## config.mk

```make
export PLATFORM = sky130hd
export DESIGN_NAME = lii_out_arbiter
export DESIGN_NICKNAME = d
export VERILOG_FILES = /design/src/rtl/lii_out_arbiter.sv
export SDC_FILE = /design/constraint.sdc
export NUM_CORES = 1
export LEC_CHECK = 0
export ABC_AREA = 1
export CAP_MARGIN = 15
export CORE_AREA = 8 8 172 174
export CTS_CLUSTER_SIZE = 14
export DETAILED_ROUTE_END_ITERATION = 8
export DIE_AREA = 0 0 180 182
export PLACE_DENSITY = 0.68
export SYNTH_ARGS = -nofsm -noshare
export SYNTH_HDL_FRONTEND = slang
export SYNTH_SLANG_ARGS = --single-unit
```

## constraint.sdc

```tcl
create_clock -name aclk -period 2.5 [get_ports aclk]
set_input_delay 0.625 -clock aclk [delete_from_list [all_inputs] [get_ports aclk]]
set_output_delay 0.625 -clock aclk [all_outputs]
set_load 0.03 [all_outputs]
```

## src/rtl/lii_out_arbiter.sv

```systemverilog
// -----------------------------------------------------------------------------
// lii_out_arbiter
//
// Shares one LII phy output channel among N kernel-side AXI-Stream outputs.
// Arbitration is round-robin. A grant is held for a whole packet, up to and
// including the tlast beat. Each accepted beat is zero-extended from W to PW
// bits and stamped with a source ID (LOCAL_ID) and a destination ID. The
// destination ID comes from a runtime-writable per-input table. The stamped
// beat is held in a single output register.
//
// Ports
//   aclk, arst       clock, synchronous active-high reset
//   s_tdata          N*W packed payloads, input i at [i*W +: W]
//   s_tvalid/tlast   per-input valid / end-of-packet
//   s_tready         per-input ready (only the granted input, only in LOCKED)
//   cfg_we/idx/dst   destination-table write port (idx >= N ignored)
//   lii_out_tdata    registered PW-bit beat
//   lii_out_tvalid   output valid
//   lii_out_tready   phy ready
//   lii_out_src      constant LOCAL_ID
//   lii_out_dst      destination ID captured with the beat
//   busy             FSM is in LOCKED
//   grant_idx        current / most recent grant
// -----------------------------------------------------------------------------
module lii_out_arbiter #(
  parameter int          N        = 4,
  parameter int          W        = 72,
  parameter int          PW       = 128,
  parameter logic [7:0]  LOCAL_ID = 8'h00,
  localparam int         IW       = $clog2(N)
) (
  input  logic            aclk,
  input  logic            arst,
  input  logic [N*W-1:0]  s_tdata,
  input  logic [N-1:0]    s_tvalid,
  input  logic [N-1:0]    s_tlast,
  output logic [N-1:0]    s_tready,
  input  logic            cfg_we,
  input  logic [IW-1:0]   cfg_idx,
  input  logic [7:0]      cfg_dst,
  output logic [PW-1:0]   lii_out_tdata,
  output logic            lii_out_tvalid,
  input  logic            lii_out_tready,
  output logic [7:0]      lii_out_src,
  output logic [7:0]      lii_out_dst,
  output logic            busy,
  output logic [IW-1:0]   grant_idx
);

  typedef enum logic {S_IDLE, S_LOCKED} state_t;

  state_t          r_state;
  state_t          w_state_nxt;
  logic [IW-1:0]   r_ptr;
  logic [IW-1:0]   r_grant;
  logic [IW-1:0]   w_pick;
  logic            w_found;
  logic [N-1:0]    w_tready;
  logic            w_acc;
  logic [W-1:0]    w_payload;
  logic [PW-1:0]   w_ext;
  logic [7:0]      r_dst_tab [N];

  logic [PW-1:0]   r_tdata_p0;
  logic [7:0]      r_dst_p0;
  logic            r_vld_p0;

  // Index of the k-th candidate after the pointer, wrapping modulo N.
  // The pointer entry itself is visited last, which gives the fairness rule.
  function automatic logic [IW-1:0] rr_idx(input logic [IW-1:0] base, input int k);
    int s;
    s = (int'(base) + 1 + k) % N;
    return IW'(s);
  endfunction

  always_comb begin
    w_found = 1'b0;
    w_pick  = '0;
    for (int k = 0; k < N; k++) begin
      if (!w_found && s_tvalid[rr_idx(r_ptr, k)]) begin
        w_found = 1'b1;
        w_pick  = rr_idx(r_ptr, k);
      end
    end
  end

  assign w_payload = s_tdata[int'(r_grant)*W +: W];

  always_comb begin
    w_ext          = '0;
    w_ext[W-1:0]   = w_payload;
  end

  // Next state and ready. lii_out_tready -> s_tready is the only
  // combinational path through the block.
  always_comb begin
    w_state_nxt = r_state;
    w_tready    = '0;
    w_acc       = 1'b0;
    case (r_state)
      S_IDLE: begin
        if (w_found) w_state_nxt = S_LOCKED;
      end
      S_LOCKED: begin
        w_tready[r_grant] = !r_vld_p0 || lii_out_tready;
        w_acc             = w_tready[r_grant] && s_tvalid[r_grant];
        if (w_acc && s_tlast[r_grant]) w_state_nxt = S_IDLE;
      end
      default: w_state_nxt = S_IDLE;
    endcase
  end

  always_ff @(posedge aclk) begin
    if (arst) r_state <= S_IDLE;
    else      r_state <= w_state_nxt;
  end

  // Grant register and round-robin pointer. Reset pointer N-1 makes input 0
  // the first candidate.
  always_ff @(posedge aclk) begin
    if (arst) begin
      r_ptr   <= IW'(N - 1);
      r_grant <= '0;
    end else begin
      if (r_state == S_IDLE && w_found) r_grant <= w_pick;
      if (w_acc && s_tlast[r_grant])    r_ptr   <= r_grant;
    end
  end

  // Destination table. A write lands on the next edge, so a beat loaded on
  // the same edge as the write still uses the old entry.
  always_ff @(posedge aclk) begin
    if (arst) begin
      for (int i = 0; i < N; i++) r_dst_tab[i] <= 8'h00;
    end else if (cfg_we && (32'(cfg_idx) < N)) begin
      r_dst_tab[cfg_idx] <= cfg_dst;
    end
  end

  // ---- stage p0: output beat register ----
  // A load takes priority over the clear. That keeps one beat per cycle when
  // the phy drains and refills the register on the same edge.
  always_ff @(posedge aclk) begin
    if (arst) begin
      r_vld_p0   <= 1'b0;
      r_tdata_p0 <= '0;
      r_dst_p0   <= 8'h00;
    end else if (w_acc) begin
      r_vld_p0   <= 1'b1;
      r_tdata_p0 <= w_ext;
      r_dst_p0   <= r_dst_tab[r_grant];
    end else if (r_vld_p0 && lii_out_tready) begin
      r_vld_p0   <= 1'b0;
    end
  end

  assign s_tready       = w_tready;
  assign lii_out_tdata  = r_tdata_p0;
  assign lii_out_tvalid = r_vld_p0;
  assign lii_out_dst    = r_dst_p0;
  assign lii_out_src    = LOCAL_ID;
  assign busy           = (r_state == S_LOCKED);
  assign grant_idx      = r_grant;

endmodule

```

Word level (Yosys, flattened, before mapping)
Memories as Yosys holds them, arrays and structs flattened. A register that Yosys moved wholly into a read port is not among the register bits.
Index checks and enable logic that the tools add are counted.
{"block": "totals", "regBits": 78, "ramBits": 32, "inputBits": 310, "output_inout_bits": 152, "elab_cells": 75, "n_memories": 1}
{"memory": "r_dst_tab", "depth": 4, "word_bits": 8, "rd": 1, "rd_clocked_by_memory_dff": 1, "write_ports": 4, "line_no": "62", "source": "logic [7:0] r_dst_tab [N];"}
{"block": "op_classes", "addsub": 4, "multipliers": 1, "order_cmp": 6, "shifts": 1, "mux": 39, "bitwise": 2, "n_reduce_logical": 16}
{"operator": "$shiftx 288x10->72", "count": 1}
{"operator": "$mux 1", "count": 23}
{"operator": "$lt 2x3->1 const B", "count": 5}
{"operator": "$bmux 1 s2", "count": 7}
{"operator": "$mux 2", "count": 5}
{"operator": "$logic_and 1x1->1", "count": 9}
{"operator": "$mux 8", "count": 1}
{"operator": "$reduce_or 8->1", "count": 1}
{"operator": "$add 2x2->2 const B", "count": 3}
{"operator": "$mul 2x4->6 const B", "count": 1}
{"operator": "$and 4x4->4", "count": 1}
{"operator": "$logic_not 1->1", "count": 4}
{"operator": "$mux 4", "count": 1}
{"operator": "$add 2x1->2 const B", "count": 1}
{"operator": "$demux 1 s2", "count": 1}
{"operator": "$ge 2x1->1 const B", "count": 1}
{"operator": "$pmux 1 s2", "count": 1}
{"operator": "$reduce_bool 2->1", "count": 1}
{"operator": "$logic_or 1x1->1", "count": 1}
{"operator": "$not 1->1", "count": 1}

Depth between registers and ports, before layout
{"block": "logic_depth", "ltp_word": 15, "ltp_mapped": 13, "depth_no_buf": 12}

Worst setup path after synthesis
No wires, ideal clock.
{"block": "synth_path", "kind": "in2out", "from": "in lii_out_tready", "to": "out s_tready[0]", "t_arrival_ns": 1.417, "required_ns": 1.875, "slack_ns": 0.458, "cell_stages": 4, "path_buffers": 0, "path_cell_list": "nor2_1 -> nor2_1 -> inv_1 -> nor2_1"}
{"block": "synth_via", "elab_chain_cells": 3}
{"element": "from (decl)", "line_no": "43", "source": "input logic lii_out_tready,"}
{"element": "$logic_or 1x1->1", "line_no": "105", "source": "w_tready[r_grant] = !r_vld_p0 || lii_out_tready;"}
{"element": "$and 4x4->4 (no line)"}
{"element": "$mux 4", "line_no": "100", "source": "case (r_state)"}
{"element": "to (decl)", "line_no": "37", "source": "output logic [N-1:0] s_tready,"}
Every way passes these cells.

Final worst setup path
{"block": "layout_path", "from": "in lii_out_tready", "to": "out s_tready[2]"}
The elaborated chain is that of the path after synthesis.

==> results.json <==
{
  "status": "finished clean",
  "syn_inst": 963,
  "drc": 0,
  "use_met3": 0.0417,
  "rsz0062_at_grt": "no",
  "syn-cell-area_sq_mm": 0.00671,
  "critPathKind": "primary input to output pin",
  "synth_xor_area_frac": 0,
  "cp_slowest_cell": "clkdlybuf4s50_1",
  "vias": 7701,
  "drive_above_1_share": 0.0424,
  "path_delay_family": "buffers and inverters",
  "hold_class": "flip-flop to flip-flop",
  "track_usage": 0.173,
  "synth_top_family_by_area": "simple AND/OR/NAND/NOR gates",
  "crit_chain": "clkdlybuf4s50_1 -> nor2_2 -> nor2_1 -> buf_4 -> inv_1 -> nor2_1 -> buf_4",
  "insertion_delay_ns": 0.41,
  "dp_hpwl_um": 22300,
  "cts_hold_buf": 0,
  "cp_max_fo": 4,
  "synth_edf_count": 32,
  "grt_pass1_wl_um": 44900,
  "use_met2": 0.314,
  "num_antenna_cells": 0,
  "setup_viol": 0,
  "core_sq_mm": 0.0267,
  "r2r_cells": 8,
  "io_pins": 462,
  "routed_via_density": 4.57,
  "seq_area_frac_synth": 0.400,
  "synth.area.mux_share": 0,
  "use_met1": 0.196,
  "hold_depth": 2,
  "synth-main-ff-cell": "dfxtp_1",
  "drtIter0Drc": 533,
  "timing.fmax_ghz": 0.415,
  "antenna_found_initial": 0,
  "clock_skew_ns": 0.00804,
  "r2r-end": "lii_out_tdata[66]$_SDFFE_PP0P_",
  "die_x_um": 180,
  "slew_viol_final": 0,
  "cp_num_buf_inv": 4,
  "tns_ns": 0,
  "fp.dieH_um": 182,
  "yosysWarnings": 0,
  "synth_compound_area_frac": 0.155,
  "worstPathRequired_ns": 1.88,
  "ant_nets": 0,
  "grt-ovfl-total": 0,
  "critPathMaxStageDelay_ns": 0.42,
  "finalCritPeriodShare": 0.964,
  "fillers": 2708,
  "hp-start": "lii_out_tdata[46]$_SDFFE_PP0P_",
  "die_area_sq_mm": 0.0328,
  "synthAdderAreaFrac": 0,
  "wirelength_um": 29800,
  "synth_area_per_cell_sq_um": 6.96,
  "tightestPinTransition_ns": 0.911,
  "path_clk_slew_ns": 0.05,
  "drv_cap": 0,
  "nNetsFinal": 1641,
  "cts_max_level": 4,
  "wl_per_cell_um": 17.7,
  "start_util": 0.252,
  "clk_path_buf_depth": 2,
  "ir_worst_vdd_mv": 0.737,
  "firstDrtPassIters": 5,
  "grt_max_degree": 82,
  "grt_pass1_vias": 7769,
  "crit_path_start_kind": "primary input",
  "p_leak_uw": 0.00450,
  "endpoint_kind": "output pin",
  "synthArstFlopShare": 0,
  "worstHoldEndpoint": "lii_out_tdata[46]$_SDFFE_PP0P_",
  "rows": 60,
  "hold_violations": 0,
  "cp.depth": 7,
  "r2r_setup_slack_ns": 0.47,
  "syn2layout_area_growth_pct": 69.5,
  "reg2reg_from": "grant_idx[1]$_SDFFE_PP0P_",
  "yosysUniqueCellTypes": 25,
  "p_per_area_mw_per_mm2": 1100,
  "portBuffers": 397,
  "relSlewSlack": 0.393,
  "cts_sinks": 118,
  "cts_tree": "yes",
  "place.gp.congestion": 0.871,
  "final_util": 0.426,
  "synth_simple_gate_area_frac": 0.314,
  "root_buffer": "clkbuf_16",
  "min_period_ns": 2.41,
  "cp.arrival_ns": 1.79,
  "postSynthRegisterBits": 118,
  "grt-busiest-layer": "met2",
  "cts_made_buffers": 17
}
[sequential cells by signal (all words and copies together) (netlist names)]
signal,flops
lii_out_dst,8
r_ptr,2
r_dst_tab,32
lii_out_tdata,72
lii_out_tvalid,1
busy,1
grant_idx,2
[worst max-delay path by stage]
stage	to	from
floorplan	s_tready[0]	lii_out_tready
global placement	lii_out_tdata[19]$_SDFFE_PP0P_	s_tvalid[0]
detailed placement	lii_out_tdata[23]$_SDFFE_PP0P_	s_tvalid[0]
CTS	s_tready[2]	lii_out_tready
global route	s_tready[2]	lii_out_tready
finish	s_tready[2]	lii_out_tready
[synth_stat cells (2+ instances only)]
master | n | area, sq um
clkbuf_1 | 42 | 158
o21ai_1 | 34 | 170
inv_1 | 26 | 97.6
edfxtp_1 | 32 | 961
nand3_1 | 93 | 465
clkinv_1 | 2 | 7.51
inv_2 | 3 | 11.3
nand2_1 | 211 | 792
a22oi_1 | 82 | 616
nor2_1 | 205 | 769
o21ai_0 | 48 | 240
dfxtp_1 | 86 | 1720
buf_2 | 8 | 40.0
buf_4 | 73 | 548
nor3_1 | 8 | 40.0
[what timing repair did]
item / 4_1_cts / 5_1_grt
gates resized for setup: 0 / 1
endpoints found under the setup margin: 0 / 4
setup buffers: 0 / 0
[report_power, final]
group          switching (uW)  internal, uW  leakage, uW
combinational            4400          2670      0.00320
sequential                337          2550      0.00102
clock                     915          1570     0.000287
[per-stage QoR]
step                      worst slack, ns  instance area, sq um  std cells  power (uW)  hold slack (ns)
after global placement             0.0502                 10800       1653        9970            0.462
after floorplan                     0.458                  6940       1026        7310            0.553
after global routing              0.00729                 11400       1685       13300            0.499
after CTS                          0.0419                 11400       1685       12600            0.483
final                              0.0897                 11400       1685       12400            0.477
after detailed placement           0.0117                 10800       1653       10100            0.470
[area by class of cell]
cell class / instances / area [sq um] / share of cell area
Clock inverter: 15 / 179 / 0.0157
Clock buffer: 17 / 425 / 0.0374
Sequential cell: 118 / 2680 / 0.236
Tap cell: 341 / 427 / 0.0375
Timing Repair Buffer: 410 / 4140 / 0.364
Inverter: 32 / 123 / 0.0108
Multi-Input combinational cell: 752 / 3390 / 0.299
[per-layer routing]
metal	up-vias	share of wire
met5	-	0
met4	0	0.022
met3	36	0.059
met2	299	0.52
met1	3552	0.40
li1	3814	-
[kinds of logic (layout without fill, tap and decap cells)]
logic type,after synthesis,count (layout)
flip-flops,118,118
other,1,64
AND/OR/NAND/NOR,522,522
buffers and inverters,156,474
AO/OA/AOI/OAI,166,166
[worst register-to-register path: cells and delay by family (launching register included)]
kind | cells | cell delay [ns]
and+or+nand+nor | 5 | 0.69
AOI/OAI and AO/OA | 1 | 0.09
buffers and inverters | 2 | 0.72
DFF | 1 | 0.47
[placed cells by master, fill, tap and decap left out, drive strengths merged]
cell           instances
edfxtp                32
a22oi                 82
conb                  64
o21ai                 82
nand3                 93
nand4                  1
nor3                   8
nand3b                 1
bufinv                 3
o31ai                  1
buf                   17
clkinv                 9
nand2                212
nor2                 206
or2                    1
clkinvlp               3
o211ai                 1
clkdlybuf4s50        393
inv                   32
dfxtp                 86
clkbuf                17
(Power assumes the default switching activity.)
